**config.mk**
```make
export PLATFORM = sky130hd
export DESIGN_NAME = dot_matrix_scheduler
export DESIGN_NICKNAME = d
export VERILOG_FILES = /design/src/rtl/dot_matrix_scheduler.sv
export SDC_FILE = /design/constraint.sdc
export NUM_CORES = 1
export LEC_CHECK = 0
export ABC_AREA = 1
export BUFFER_PORTS_ARGS = -buffer_cell sky130_fd_sc_hd__buf_2
export CORE_ASPECT_RATIO = 0.8
export CORE_MARGIN = 1.5
export CORE_UTILIZATION = 61
export DETAILED_ROUTE_END_ITERATION = 10
export PLACE_DENSITY = 0.8
export SYNTH_ARGS = -nofsm -noshare
export SYNTH_HDL_FRONTEND = slang
export SYNTH_SLANG_ARGS = --single-unit
```
**constraint.sdc**
```tcl
create_clock -name i_clk_div -period 4.6 [get_ports i_clk_div]
set_input_delay 1.15 -clock i_clk_div [delete_from_list [all_inputs] [get_ports i_clk_div]]
set_output_delay 1.15 -clock i_clk_div [all_outputs]
set_load 0.1 [all_outputs]
```
**src/rtl/dot_matrix_scheduler.sv**
```systemverilog
// dot_matrix_scheduler
// Chooses which 8x8 dot-matrix symbol is shown and for how long. Result
// events from the input checker and the answer checker are queued in a small
// FIFO; each one is shown for HOLD_TICKS cycles, followed by GAP_TICKS blank
// cycles.
//
// Build option: DOT_BLINK_EN -- when defined, disp_on blinks during SHOW with
// a half-period of BLINK_TICKS cycles. When undefined, disp_on == sym_valid.
//
// Ports
//   i_clk_div    display clock, rising edge
//   i_rst        asynchronous active-low reset
//   i_clear      synchronous flush (FIFO, state, overflow)
//   i_in_valid   input-check result pulse,  i_in_ok  (1 ok / 0 error)
//   i_ans_valid  answer-check result pulse, i_ans_ok (1 correct / 0 wrong)
//   o_sym        symbol code: 0 wrong, 1 correct, 2 error, 3 ok
//   o_sym_valid  high while a symbol is being shown
//   o_disp_on    scan driver enable
//   o_busy       state != IDLE or FIFO not empty
//   o_overflow   sticky: an event was dropped on a full FIFO
//
// state | meaning
// IDLE  | nothing shown, waiting for a queued event
// SHOW  | symbol displayed, hold timer running
// GAP   | matrix blanked, gap timer running

module dot_matrix_scheduler #(
    parameter int CNT_W       = 16,
    parameter int HOLD_TICKS  = 1000,
    parameter int GAP_TICKS   = 100,
    parameter int DEPTH       = 4,
    parameter int BLINK_TICKS = 125
) (
    input  logic       i_clk_div,
    input  logic       i_rst,
    input  logic       i_clear,
    input  logic       i_in_valid,
    input  logic       i_in_ok,
    input  logic       i_ans_valid,
    input  logic       i_ans_ok,
    output logic [1:0] o_sym,
    output logic       o_sym_valid,
    output logic       o_disp_on,
    output logic       o_busy,
    output logic       o_overflow
);

    localparam int PTR_W = $clog2(DEPTH);

    localparam logic [1:0] S_IDLE = 2'd0;
    localparam logic [1:0] S_SHOW = 2'd1;
    localparam logic [1:0] S_GAP  = 2'd2;

    localparam logic [CNT_W-1:0] HOLD_LD = CNT_W'(HOLD_TICKS - 1);
    localparam logic [CNT_W-1:0] GAP_LD  = CNT_W'((GAP_TICKS > 0) ? GAP_TICKS - 1 : 0);

    logic [1:0]       r_mem [DEPTH];
    logic [PTR_W-1:0] r_wptr;
    logic [PTR_W-1:0] r_rptr;
    logic [PTR_W:0]   r_count;
    logic             r_overflow;
    logic [1:0]       r_state;
    logic [CNT_W-1:0] r_tick;
    logic [1:0]       r_sym;

    logic             w_empty;
    logic             w_tc;
    logic             w_pop;
    logic [PTR_W+1:0] w_free;
    logic             w_req0;
    logic             w_req1;
    logic [1:0]       w_ev0;
    logic [1:0]       w_ev1;
    logic             w_acc0;
    logic             w_acc1;
    logic             w_drop;
    logic [PTR_W-1:0] w_wptr_nx;

    assign w_empty = (r_count == '0);
    assign w_tc    = (r_tick == '0);

    // Pop whenever the FSM is about to (re)enter SHOW.
    assign w_pop = !i_clear && !w_empty &&
                   ((r_state == S_IDLE) ||
                    (r_state == S_GAP  && w_tc) ||
                    (r_state == S_SHOW && w_tc && GAP_TICKS == 0));

    // Free slots include the one released by a same-cycle pop.
    assign w_free = (PTR_W+2)'(DEPTH) - (PTR_W+2)'(r_count) + (PTR_W+2)'(w_pop);

    // Input-check event goes first when both arrive together.
    assign w_req0 = i_in_valid | i_ans_valid;
    assign w_req1 = i_in_valid & i_ans_valid;
    assign w_ev0  = i_in_valid ? {1'b1, i_in_ok} : {1'b0, i_ans_ok};
    assign w_ev1  = {1'b0, i_ans_ok};

    assign w_acc0    = !i_clear && w_req0 && (w_free != '0);
    assign w_acc1    = !i_clear && w_req1 && (w_free >= (PTR_W+2)'(2));
    assign w_drop    = !i_clear && ((w_req0 && !w_acc0) || (w_req1 && !w_acc1));
    assign w_wptr_nx = r_wptr + PTR_W'(1);

    always_ff @(posedge i_clk_div) begin
        if (w_acc0) r_mem[r_wptr]    <= w_ev0;
        if (w_acc1) r_mem[w_wptr_nx] <= w_ev1;
    end

    always_ff @(posedge i_clk_div or negedge i_rst) begin
        if (!i_rst) begin
            r_wptr     <= '0;
            r_rptr     <= '0;
            r_count    <= '0;
            r_overflow <= 1'b0;
        end else if (i_clear) begin
            r_wptr     <= '0;
            r_rptr     <= '0;
            r_count    <= '0;
            r_overflow <= 1'b0;
        end else begin
            r_wptr     <= r_wptr + PTR_W'(w_acc0) + PTR_W'(w_acc1);
            r_rptr     <= r_rptr + PTR_W'(w_pop);
            r_count    <= r_count + (PTR_W+1)'(w_acc0) + (PTR_W+1)'(w_acc1)
                          - (PTR_W+1)'(w_pop);
            r_overflow <= r_overflow | w_drop;
        end
    end

    always_ff @(posedge i_clk_div or negedge i_rst) begin
        if (!i_rst) begin
            r_state <= S_IDLE;
            r_tick  <= '0;
        end else if (i_clear) begin
            r_state <= S_IDLE;
            r_tick  <= '0;
        end else begin
            case (r_state)
                S_IDLE: begin
                    if (w_pop) begin
                        r_state <= S_SHOW;
                        r_tick  <= HOLD_LD;
                    end
                end
                S_SHOW: begin
                    if (!w_tc) begin
                        r_tick <= r_tick - CNT_W'(1);
                    end else if (GAP_TICKS > 0) begin
                        r_state <= S_GAP;
                        r_tick  <= GAP_LD;
                    end else if (w_pop) begin
                        r_tick <= HOLD_LD;
                    end else begin
                        r_state <= S_IDLE;
                    end
                end
                S_GAP: begin
                    if (!w_tc) begin
                        r_tick <= r_tick - CNT_W'(1);
                    end else if (w_pop) begin
                        r_state <= S_SHOW;
                        r_tick  <= HOLD_LD;
                    end else begin
                        r_state <= S_IDLE;
                    end
                end
                default: begin
                    r_state <= S_IDLE;
                    r_tick  <= '0;
                end
            endcase
        end
    end

    // sym keeps the last shown code; clear does not touch it.
    always_ff @(posedge i_clk_div or negedge i_rst) begin
        if (!i_rst) begin
            r_sym <= 2'd0;
        end else if (w_pop) begin
            r_sym <= r_mem[r_rptr];
        end
    end

    assign o_sym       = r_sym;
    assign o_sym_valid = (r_state == S_SHOW);
    assign o_busy      = (r_state != S_IDLE) || !w_empty;
    assign o_overflow  = r_overflow;

`ifdef DOT_BLINK_EN
    localparam logic [CNT_W-1:0] BLINK_LD = CNT_W'(BLINK_TICKS - 1);

    logic [CNT_W-1:0] r_blink_cnt;
    logic             r_blink_on;

    // Every pop starts a fresh SHOW, so the blink phase restarts there.
    always_ff @(posedge i_clk_div or negedge i_rst) begin
        if (!i_rst) begin
            r_blink_cnt <= '0;
            r_blink_on  <= 1'b0;
        end else if (i_clear) begin
            r_blink_cnt <= '0;
            r_blink_on  <= 1'b0;
        end else if (w_pop) begin
            r_blink_cnt <= BLINK_LD;
            r_blink_on  <= 1'b1;
        end else if (r_state == S_SHOW) begin
            if (r_blink_cnt == '0) begin
                r_blink_cnt <= BLINK_LD;
                r_blink_on  <= ~r_blink_on;
            end else begin
                r_blink_cnt <= r_blink_cnt - CNT_W'(1);
            end
        end
    end

    assign o_disp_on = r_blink_on && (r_state == S_SHOW);
`else
    assign o_disp_on = o_sym_valid;
`endif

endmodule

```
**Word-level counts from Yosys, hierarchy flattened**

Memory sizes are Yosys's and may differ from the RTL's. A register that Yosys moved wholly into a read port is not among the register bits.
Index checks and enable logic that the tools add are counted.
W data, S select, Z words.

- Bits in registers: 26
- Memory bits (writable): 8
- Output and inout port bits: 6
- Word-level logic and storage cells: 70
- Memories kept: 1

- Add/subtract/negate cells: 10
- Magnitude comparators: 1
- Eq/ne operators: 5
- Muxes and demuxes: 20
- Bitwise logic cells: 3
- Reductions and logical operators: 24

Memory list:

| name | depth | width | read ports | clocked after memory_dff | write ports | line | text |
|---|---|---|---|---|---|---|---|
| r_mem | 4 | 2 | 1 | 1 | 2 | 57 | `logic [1:0] r_mem [DEPTH];` |

Operators with widths:

| cell | count |
|---|---|
| $mux W16 | 4 |
| $pmux W16 S3 | 1 |
| $logic_not A16 Y1 | 1 |
| $sub A16 B1 Y16 const B | 1 |
| $mux W2 | 7 |
| $logic_and A1 B1 Y1 | 10 |
| $add A2 B1 Y2 | 3 |
| $add A3 B1 Y3 | 2 |
| $mux W1 | 6 |
| $ne A3 B3 Y1 const B | 2 |
| $pmux W2 S3 | 1 |
| $logic_not A1 Y1 | 5 |
| $add A4 B1 Y4 | 1 |
| $ge A4 B2 Y1 const B | 1 |
| $reduce_bool A4 Y1 | 1 |
| $sub A3 B3 Y4 const A | 1 |
| $logic_not A3 Y1 | 1 |
| $logic_or A1 B1 Y1 | 3 |
| $mux W3 | 1 |
| $ne A3 B2 Y1 const B | 1 |
| $reduce_and A3 Y1 | 1 |
| $sub A3 B1 Y3 | 1 |
| $add A2 B1 Y2 const B | 1 |
| $eq A2 B1 Y1 const B | 1 |
| 5 further kinds | 6 |

**Longest topological paths before layout**

- Word-level depth: 13
- Gate-level depth with buffers: 22
- Depth with buffers taken out: 21

**Worst setup path before layout**

No wires, ideal clock.

- Path type: input to register
- From: input port i_clear
- To: register r_count[2]
- Setup time: 132 ps
- Arrival: 4150 ps
- Setup slack: 318 ps
- Cell stages on the path: 19
- Buffers on the path: 2
- Cells stage by stage: buf_4 > inv_2 > nand3_1 > inv_1 > nand2_1 > buf_6 > ha_1 > inv_1 > ha_1 > o21ai_0 > nand3_1 > nand2_1 > nor2_1 > inv_1 > ha_1 > fa_1 > fa_1 > xor2_1 > nor2_1

- Word-level cells in the longest chain between the ends: 10
- Elaborated cells between the ends (all ways): 14

RTL lines:

| element | line | text |
|---|---|---|
| start, declared | 36 | `input logic i_clear,` |
| $logic_not A1 Y1 | 83, 97, 98 |  |
| $logic_and A1 B1 Y1 (2 in a row) | 83 | `assign w_pop = !i_clear && !w_empty &&` |
| $add A4 B1 Y4 | 89 | `assign w_free = (PTR_W+2)'(DEPTH) - (PTR_W+2)'(r_count) + (PTR_W+2)'(w_pop);` |
| $reduce_bool A4 Y1 | 97 | `assign w_acc0 = !i_clear && w_req0 && (w_free != '0);` |
| $logic_and A1 B1 Y1 | 97 |  |
| $add A3 B1 Y3 (2 in a row) | 121 | `r_count <= r_count + (PTR_W+1)'(w_acc0) + (PTR_W+1)'(w_acc1)` |
| $sub A3 B1 Y3 | 122 | `- (PTR_W+1)'(w_pop);` |
| $mux W3 * | 113 | `end else if (i_clear) begin` |
| end signal, assigned | 121 |  |
| end, declared | 60 | `logic [PTR_W:0] r_count;` |

Every way passes the cells marked *; elsewhere a longest branch is shown, timed or not.
A chain may end at the register's enable or synchronous reset.

**Final worst setup path**

Ends and elaborated chain as after synthesis.

==> summary.md <==
| Metric | Value |
|---|---|
| Initial DRC count | `205` |
| CTS root buffer | `clkbuf_8` |
| Crit path DAT | `4120 ps` |
| Largest stage delay on the critical path | `380 ps` |
| Area of the die | `4180 um^2` |
| Final net count | `345` |
| Ports | `13` |
| P&R area growth vs syn | `6.96%` |
| WS Path Type | `input pin to flop` |
| Main synth FF type | `dfrtp_1` |
| Post-synth top area cell | `dfrtp_1` |
| Syn Area/Cell | `7.36 um^2` |
| Largest net degree at the start of global routing | `29` |
| DP Worst Slack | `365 ps` |
| Share of cells above drive strength 1 | `11.8%` |
| Netlist cell types | `32` |
| Number of global-route vias before repair | `1788` |
| Top cells by area, synth | `dfrtp_1, nand2_1, nor2_1` |
| Antenna violations before repair | `0` |
| Cell Chain, Critical Path | `buf_2 > inv_2 > nand3_1 > inv_1 > nand2_1 > ha_1 > inv_1 > ha_1 > nand4_1 > o21ai_0 > nand3_1 > nand2_1 > nor2_1 > inv_1 > ha_1 > fa_1 > fa_1 > xor2_1 > nor2_1` |
| GRT Total Usage | `25.9%` |
| H-tree Lvls | `2` |
| Hold Crit Class | `flop to flop` |
| Crit path launch type | `input pin` |
| CP Max Fanout | `7` |
| Synth async-reset ratio | `77.8%` |
| Final setup violation count | `0` |
| Core Footprint | `3540 um^2` |
| Slew HR | `55.7%` |
| Maxcap violations | `0` |
| Worst-Margin Slew | `661 ps` |
| CTS Sinks | `36` |
| DR WL/cell | `13.4 um` |
| Hold Fails Final Rpt | `0` |
| Final TNS setup | `0 ps` |
| Synth Register Bits | `36` |
| Die Ht | `58.2 um` |
| Period minus WS final | `3950 ps` |
| Clock skew | `12.3 ps` |
| CTS tree | `done` |
| Num CTS Buffers | `5` |
| CP max-delay cell | `fa_1` |
| Post-synth EDFFs | `4` |
| Input/output buffers | `12` |
| Dpl hpwl | `3.61 mm` |
| Synth Warn # | `0` |
| GP Congestion | `0.955` |
| Clock buffer depth | `2` |
| Top delay family on crit path | `adder cells` |
| RSZ-0062 raised after global routing | `no` |
| Clock Latency Late Sink | `300 ps` |
| Cell Rows | `19` |
| Reg clk slew, reported paths | `80 ps` |
| Util after Layout | `70.0%` |
| Antenna cells | `0` |
| Synth Instances | `315` |
| Final wirelength | `4.98 mm` |
| First-pass GRT wire length | `8.20 mm` |
| Most frequent cells in the layout | `nand2_1, nor2_1, inv_1, nand3_1, dfrtp_1` |
| Post-CTS Setup Bufs | `0` |
| Worst EP required | `4770 ps` |
| Outcome | `finished clean` |
| Nature of the critical path endpoint | `flop` |
| PnR worst setup slack | `653 ps` |
| Sequential area share after synthesis | `38.8%` |
| Synthesized Nets | `331` |
| Post-cts gate resize count | `0` |
| Post-Syn Area | `2320 um^2` |
| Maximum clock rate | `0.253 GHz` |
| Final slew viol count | `0` |
| Initial Utilization | `65.5%` |
| Remaining DRCs | `0` |
| Grt ovf | `0` |
| Commonest non-fill, non-tap cell in the layout | `nand2_1` |
| TritonRoute pass-1 iters | `4` |
| Via Count | `2029` |
| Via/cell ratio | `5.45` |
| Hold-fix buffers, CTS | `0` |
| ANT nets after route | `0` |
| Fin crit share | `85.8%` |
| Die width | `71.9 um` |
| Yosys top cell area share | `30.2%` |
| Crit path buffers/inverters | `5` |
==> worst register-to-register path: cells and delay by family, from the launching register on <==
family / cells / cell delay (ps)
buffers and inverters: 3 / 210
AOI/OAI and AO/OA: 1 / 110
adders and majority gates: 6 / 1540
DFF: 1 / 390
xor gates and xnor gates: 1 / 160
and+or+nand+nor: 10 / 1220
==> through the flow <==
step           hold WS [ps]  cells  area, um^2
6_report                480    372        2480
5_1_grt                 505    372        2480
4_1_cts                 483    372        2480
3_5_place_dp            463    364        2390
3_3_place_gp            458    364        2390
2_1_floorplan           484    315        2320
==> registers in the layout, summed over array words and instances, names as in the netlist <==
| register | cells |
|---|---|
| o_overflow | 1 |
| r_wptr | 2 |
| r_count | 3 |
| r_tick | 16 |
| r_mem | 8 |
| r_rptr | 2 |
| o_sym | 2 |
| r_state | 2 |
==> final cells by class <==
class	count	area (um^2)
Inverter	38	143
Timing Repair Buffer	15	82.6
Multi-Input combinational cell	233	1210
Sequential cell	36	901
Fill cell	295	1060
Tap cell	42	52.6
Clock buffer	5	68.8
Clock inverter	3	18.8
==> cells by family after synthesis <==
logic type                 after synthesis  share of synthesized area [%]
AOI/OAI and AO/OA                       40                           9.92
xor gates and xnor gates                 8                           3.02
adders and majority gates                9                           5.83
buffers and inverters                   46                           8.79
DFF                                     36                           38.8
muxes                                    1                          0.485
and+or+nand+nor                        175                           33.1
==> final timing paths <==
path	cells past startpoint	start	slack (ps)	to
min in group asynchronous	1	i_rst	860	o_sym[0]
worst max-delay path	19	i_clear	650	r_count[2]
worst min-delay path	2	o_sym[1]	480	o_sym[1]
worst max register to register	21	r_tick[0]	840	r_count[2]
max in group asynchronous	1	i_rst	3330	r_wptr[1]
worst min register to register	2	o_sym[1]	480	o_sym[1]
==> Yosys cell counts (all sizes together), types with 4 or more instances <==
| cell type | number |
|---|---|
| buf | 6 |
| nand2 | 72 |
| a21oi | 19 |
| inv | 37 |
| dfrtp | 28 |
| o211ai | 6 |
| o21ai | 11 |
| nor2 | 60 |
| nand4 | 4 |
| xor2 | 6 |
| ha | 6 |
| edfxtp | 4 |
| nand3 | 36 |
| dfxtp | 4 |
==> per-layer routing <==
metal	share of wire, %	global-route usage [%]	vias up
met4	0.74	7.28	0
met2	41	35.4	64
met5	0	0	-
met1	51	40.3	920
met3	7.6	6.78	4
li1	-	-	1041
Power is not shown: default switching activity piles up to over one toggle a cycle in this logic, so the estimate is an artifact.
